**config.mk**
```make
export PLATFORM = sky130hd
export DESIGN_NAME = rmii_recv_byte
export DESIGN_NICKNAME = d
export VERILOG_FILES = /design/src/rtl/rmii_recv_byte.sv
export SDC_FILE = /design/constraint.sdc
export NUM_CORES = 1
export LEC_CHECK = 0
export BUFFER_PORTS_ARGS = -buffer_cell sky130_fd_sc_hd__buf_2
export CAP_MARGIN = 20
export CORE_ASPECT_RATIO = 0.5
export CORE_MARGIN = 3
export CORE_UTILIZATION = 45
export DETAILED_ROUTE_END_ITERATION = 7
export PLACE_DENSITY_LB_ADDON = 0.08
export SYNTH_ARGS = -nofsm -noshare
export SYNTH_HDL_FRONTEND = slang
export SYNTH_SLANG_ARGS = --single-unit
```
**constraint.sdc**
```tcl
create_clock -name clk -period 2.2 [get_ports clk]
set_input_delay 0.11 -clock clk [delete_from_list [all_inputs] [get_ports clk]]
set_output_delay 0.11 -clock clk [all_outputs]
set_load 0.02 [all_outputs]
```
**src/rtl/rmii_recv_byte.sv**
```systemverilog
// RMII receive path: finds preamble and SFD, then assembles LSB-first dibits into bytes.
// Supports 100 Mbit/s (sample every rmii_clk) and 10 Mbit/s (sample every 10th rmii_clk).
module rmii_recv_byte #(
  parameter int unsigned Npre = 4,
  parameter int unsigned Nlen = 11
) (
  input  logic            clk,
  input  logic            rst,
  input  logic            rmii_clk,
  input  logic            fast_eth,
  input  logic [1:0]      rm_rx,
  input  logic            rm_crs_dv,
  output logic [7:0]      rx_data,
  output logic            rx_valid,
  output logic            rx_sof,
  output logic            rx_eof,
  output logic            rx_err,
  output logic [Nlen-1:0] rx_len,
  output logic            busy
);

  localparam int unsigned PW = $clog2(Npre + 2);
  localparam logic [PW-1:0]   PRE_MAX = PW'(Npre);
  localparam logic [Nlen-1:0] LEN_MAX = '1;

  typedef enum logic [1:0] {IDLE, PRE, DATA, DROP} state_t;

  state_t        state;
  logic [3:0]    div;
  logic [PW-1:0] pre_cnt;
  logic [1:0]    dcnt;
  logic [5:0]    shreg;
  logic          sof_pend;
  logic          sample_en;

  // 10 Mbit/s dibits last ten rmii_clk periods; sample on the last one.
  assign sample_en = rmii_clk & (fast_eth | (div == 4'd9));

  always_ff @(posedge clk) begin
    if (rst) begin
      state    <= IDLE;
      div      <= '0;
      pre_cnt  <= '0;
      dcnt     <= '0;
      shreg    <= '0;
      sof_pend <= 1'b0;
      rx_data  <= '0;
      rx_len   <= '0;
      rx_valid <= 1'b0;
      rx_sof   <= 1'b0;
      rx_eof   <= 1'b0;
      rx_err   <= 1'b0;
      busy     <= 1'b0;
    end else begin
      rx_valid <= 1'b0;
      rx_sof   <= 1'b0;
      rx_eof   <= 1'b0;
      rx_err   <= 1'b0;

      // Divider is parked at 0 while the line is quiet so the first dibit aligns.
      if (state == IDLE && !rm_crs_dv) begin
        div <= '0;
      end else if (rmii_clk) begin
        div <= (div == 4'd9) ? 4'd0 : div + 4'd1;
      end

      if (sample_en) begin
        case (state)
          IDLE: begin
            if (rm_crs_dv) begin
              if (rm_rx == 2'b01) begin
                state   <= PRE;
                pre_cnt <= PW'(1);
                busy    <= 1'b1;
              end else if (rm_rx != 2'b00) begin
                state <= DROP;
                busy  <= 1'b1;
              end
            end
          end

          PRE: begin
            if (!rm_crs_dv) begin
              state <= DROP;
            end else begin
              case (rm_rx)
                2'b01: begin
                  if (pre_cnt < PRE_MAX) pre_cnt <= pre_cnt + PW'(1);
                end
                2'b11: begin
                  if (pre_cnt >= PRE_MAX) begin
                    state    <= DATA;
                    rx_len   <= '0;
                    dcnt     <= '0;
                    sof_pend <= 1'b1;
                  end else begin
                    state <= DROP;
                  end
                end
                default: state <= DROP;
              endcase
            end
          end

          DATA: begin
            if (rm_crs_dv) begin
              dcnt  <= dcnt + 2'd1;
              shreg <= {rm_rx, shreg[5:2]};
              if (dcnt == 2'd3) begin
                rx_data  <= {rm_rx, shreg};
                rx_valid <= 1'b1;
                rx_sof   <= sof_pend;
                sof_pend <= 1'b0;
                if (rx_len != LEN_MAX) rx_len <= rx_len + Nlen'(1);
              end
            end else begin
              // Carrier drop mid-byte is an alignment error; partial byte is discarded.
              rx_eof   <= 1'b1;
              rx_err   <= (dcnt != 2'd0);
              dcnt     <= '0;
              sof_pend <= 1'b0;
              state    <= IDLE;
              busy     <= 1'b0;
            end
          end

          DROP: begin
            if (!rm_crs_dv) begin
              state <= IDLE;
              busy  <= 1'b0;
            end
          end

          default: begin
            state <= IDLE;
            busy  <= 1'b0;
          end
        endcase
      end
    end
  end

endmodule

```
==> results.json <==
{
  "pwr-share-seq_pct": 53.2,
  "clock.fmax_mhz": 493,
  "p_comb_share_pct": 5.8,
  "grtUsageTotal_pct": 17.9,
  "place.port_buffers": 30,
  "hold_viol": 0,
  "ys_types": 51,
  "crit_path_top_delay_cell": "dfxtp_1",
  "reg2reg_slack_ns": 0.17,
  "tritoncts": "built",
  "p_leak_nw": 1.03,
  "h-tree-depth": 2,
  "synthFlopType": "dfxtp_1",
  "clockBufferDepth": 2,
  "yosysSeqAreaShare_pct": 41.9,
  "rsz0062_at_grt": "no",
  "maxSlewViolCount": 0,
  "drive_gt1_share_pct": 22.2,
  "cts_buffers": 5,
  "hold_path.class": "input port to register",
  "placed_area_um2": 2210,
  "cp-end-kind": "register",
  "core_area_um2": 4080,
  "cts-resized-gates": 0,
  "num-nets-final": 262,
  "period_needed_ns": 2.03,
  "io_pins": 31,
  "yosys_warnings": 0,
  "holdWs_ns": 0.168,
  "drc_errors": 0,
  "clkLatencyLatePin_ns": 0.29,
  "grt_pass1_vias": 1615,
  "grt_pass1_wl_um": 7450,
  "antenna_cells": 0,
  "synth_async_sr_flop_share_pct": 0,
  "pwr-share-clk_pct": 41.0,
  "cp_max_fo": 20,
  "path_cells": "nand2b_1 -> o31a_1 -> o41a_1 -> a221o_1",
  "netSwitchingFraction_pct": 22.4,
  "crit_type": "register to register",
  "postCtsSetupRepairBufs": 0,
  "die_h_um": 53.2,
  "p_sw_uw": 326,
  "antenna_found_initial": 0,
  "start_kind": "register",
  "syn_area_per_cell_um2": 9.12,
  "fp.dieW_um": 100,
  "cellInternalPower_mw": 1.13,
  "rows": 16,
  "drt_iter0_markers": 89,
  "fin_util_pct": 56.9,
  "relSlewSlack_pct": 55.3,
  "syn2layout_area_growth_pct": 15.8,
  "vias": 1756,
  "skew_ns": 0.00659,
  "required_ns": 2.38,
  "synth_top_area_share_pct": 41.9,
  "clk_pin_slew_ns": 0.08,
  "worst_pin_slew_ns": 0.671,
  "detail_route.vias_per_cell": 5.74,
  "ir_drop_uv": 329,
  "yosys.area.top_type": "dfxtp_1",
  "finalWirelength_um": 4480,
  "status": "finished clean",
  "setup-tns-final_ns": 0,
  "dp_hpwl_um": 3150,
  "synth_area_um2": 2010,
  "hold_buffers": 0,
  "synth_edf_count": 0,
  "drtPass1Iterations": 4,
  "root_buffer": "clkbuf_8",
  "max_stage_delay_ns": 0.68,
  "detail-route-antenna-nets": 0,
  "cap_violations": 0,
  "routedWlPerCell_um": 14.6,
  "syn_nets": 231,
  "cts.sinks": 42,
  "final_area_um2": 2320,
  "fillers": 400,
  "p_total_mw": 1.45,
  "critPathArrivalTime_ns": 2.21,
  "ys_top_cells_by_area": "dfxtp_1 42%, mux2i_1 8.5%, nor2_1 5.1%",
  "post-route-period-util_pct": 92.2,
  "grt_max_degree": 29,
  "yosysMostFrequentCell": "dfxtp_1",
  "dieArea_um2": 5340,
  "yosys-top-cells-count": "42 x dfxtp_1, 27 x nor2_1, 17 x mux2i_1",
  "setup_violations": 0,
  "powerDensity_nw_per_um2": 626,
  "yosys_register_bits": 42,
  "gp_congestion": 0.784,
  "initial_core_util_pct": 49.1,
  "netlist_instances": 220,
  "overflow": 0
}
## registers in the layout (all words and copies together), names as in the netlist
signal	flops
div	4
sof_pend	1
rx_eof	1
pre_cnt	3
rx_sof	1
rx_valid	1
busy	1
rx_len	11
state	2
shreg	6
rx_err	1
rx_data	8
dcnt	2
## through the flow
| step | setup WS [ns] | cells |
|---|---|---|
| after floorplan | 0.141 | 220 |
| after global placement | 0.298 | 298 |
| after detailed placement | 0.228 | 298 |
| after CTS | 0.211 | 306 |
| after global routing | 0.0818 | 306 |
| final | 0.171 | 306 |
## cell families after synthesis
logic type,count (synthesis),synth area share [%]
adders and majority gates,4,2.50
and+or+nand+nor,95,26.0
buffers and inverters,16,3.24
AOI/OAI and AO/OA,44,17.0
xor gates and xnor gates,2,0.874
muxes,17,8.48
DFF,42,41.9
## final timing paths
kind / startpoint / to / cells after the start
max reg2reg: state[1]$_SDFFE_PP0P_ / rx_len[5]$_SDFFE_PP0P_ / 4
max: state[1]$_SDFFE_PP0P_ / rx_len[5]$_SDFFE_PP0P_ / 4
min reg2reg: sof_pend$_SDFFE_PP0P_ / rx_sof$_SDFF_PP0_ / 1
min: rm_rx[0] / shreg[4]$_SDFFE_PP0P_ / 3
## cells in the final DEF (no fill, tap or decap), types with 2 or more instances in the layout
cell type   n
a21oi_1     9
a221o_1     4
a31oi_1     4
and2_1      4
and3_1      5
buf_2      30
buf_4       5
clkbuf_8    5
clkinv_2    2
dfxtp_1    42
ha_1        4
inv_1       5
mux2i_1    17
nand2_1    10
nand2b_1    2
nand3_1     5
nand3_2     2
nand4_1     5
nor2_1     27
nor2b_1     5
nor3_1      9
nor3b_1     2
nor4_1      5
o2111ai_2   2
o21ai_0     7
o311ai_0    3
or2_2       2
or4_1       4
## power by group through the flow
stage                     combinational (mW)  clock (mW)  sequential, mW
after floorplan                       0.0612           0           0.787
after global placement                0.0825           0           0.791
after detailed placement              0.0834           0           0.791
after CTS                             0.0840       0.604           0.774
after global routing                  0.0946       0.636           0.775
final                                 0.0848       0.596           0.774
## worst max-delay path, delay by kind of cell (launching register included)
| family | cells | cell delay (ns) |
|---|---|---|
| DFF | 1 | 0.68 |
| AOI/OAI and AO/OA | 3 | 1.05 |
| and+or+nand+nor | 1 | 0.18 |
## routing by layer
layer	part of all wire (%)	up-vias	GRT usage, %	wire length, µm
li1	-	883	-	-
met1	51	822	22.5	2260
met2	43	41	29.5	1930
met3	5.1	10	5.00	228
met4	1.3	0	6.94	57
met5	0	-	0	0
## area by class of cell
class                   count  area, µm²  share of cell area, %
multi-input cells         162       1100                   47.3
repair buffers             35        188                   8.08
clock buffers               5       68.8                   2.96
inverters                   5       18.8                  0.808
clock inverters             3       40.0                   1.72
flip-flops and latches     42        841                   36.2
well taps                  54       67.6                   2.91
Note: power is estimated with default switching activity, not from simulation.
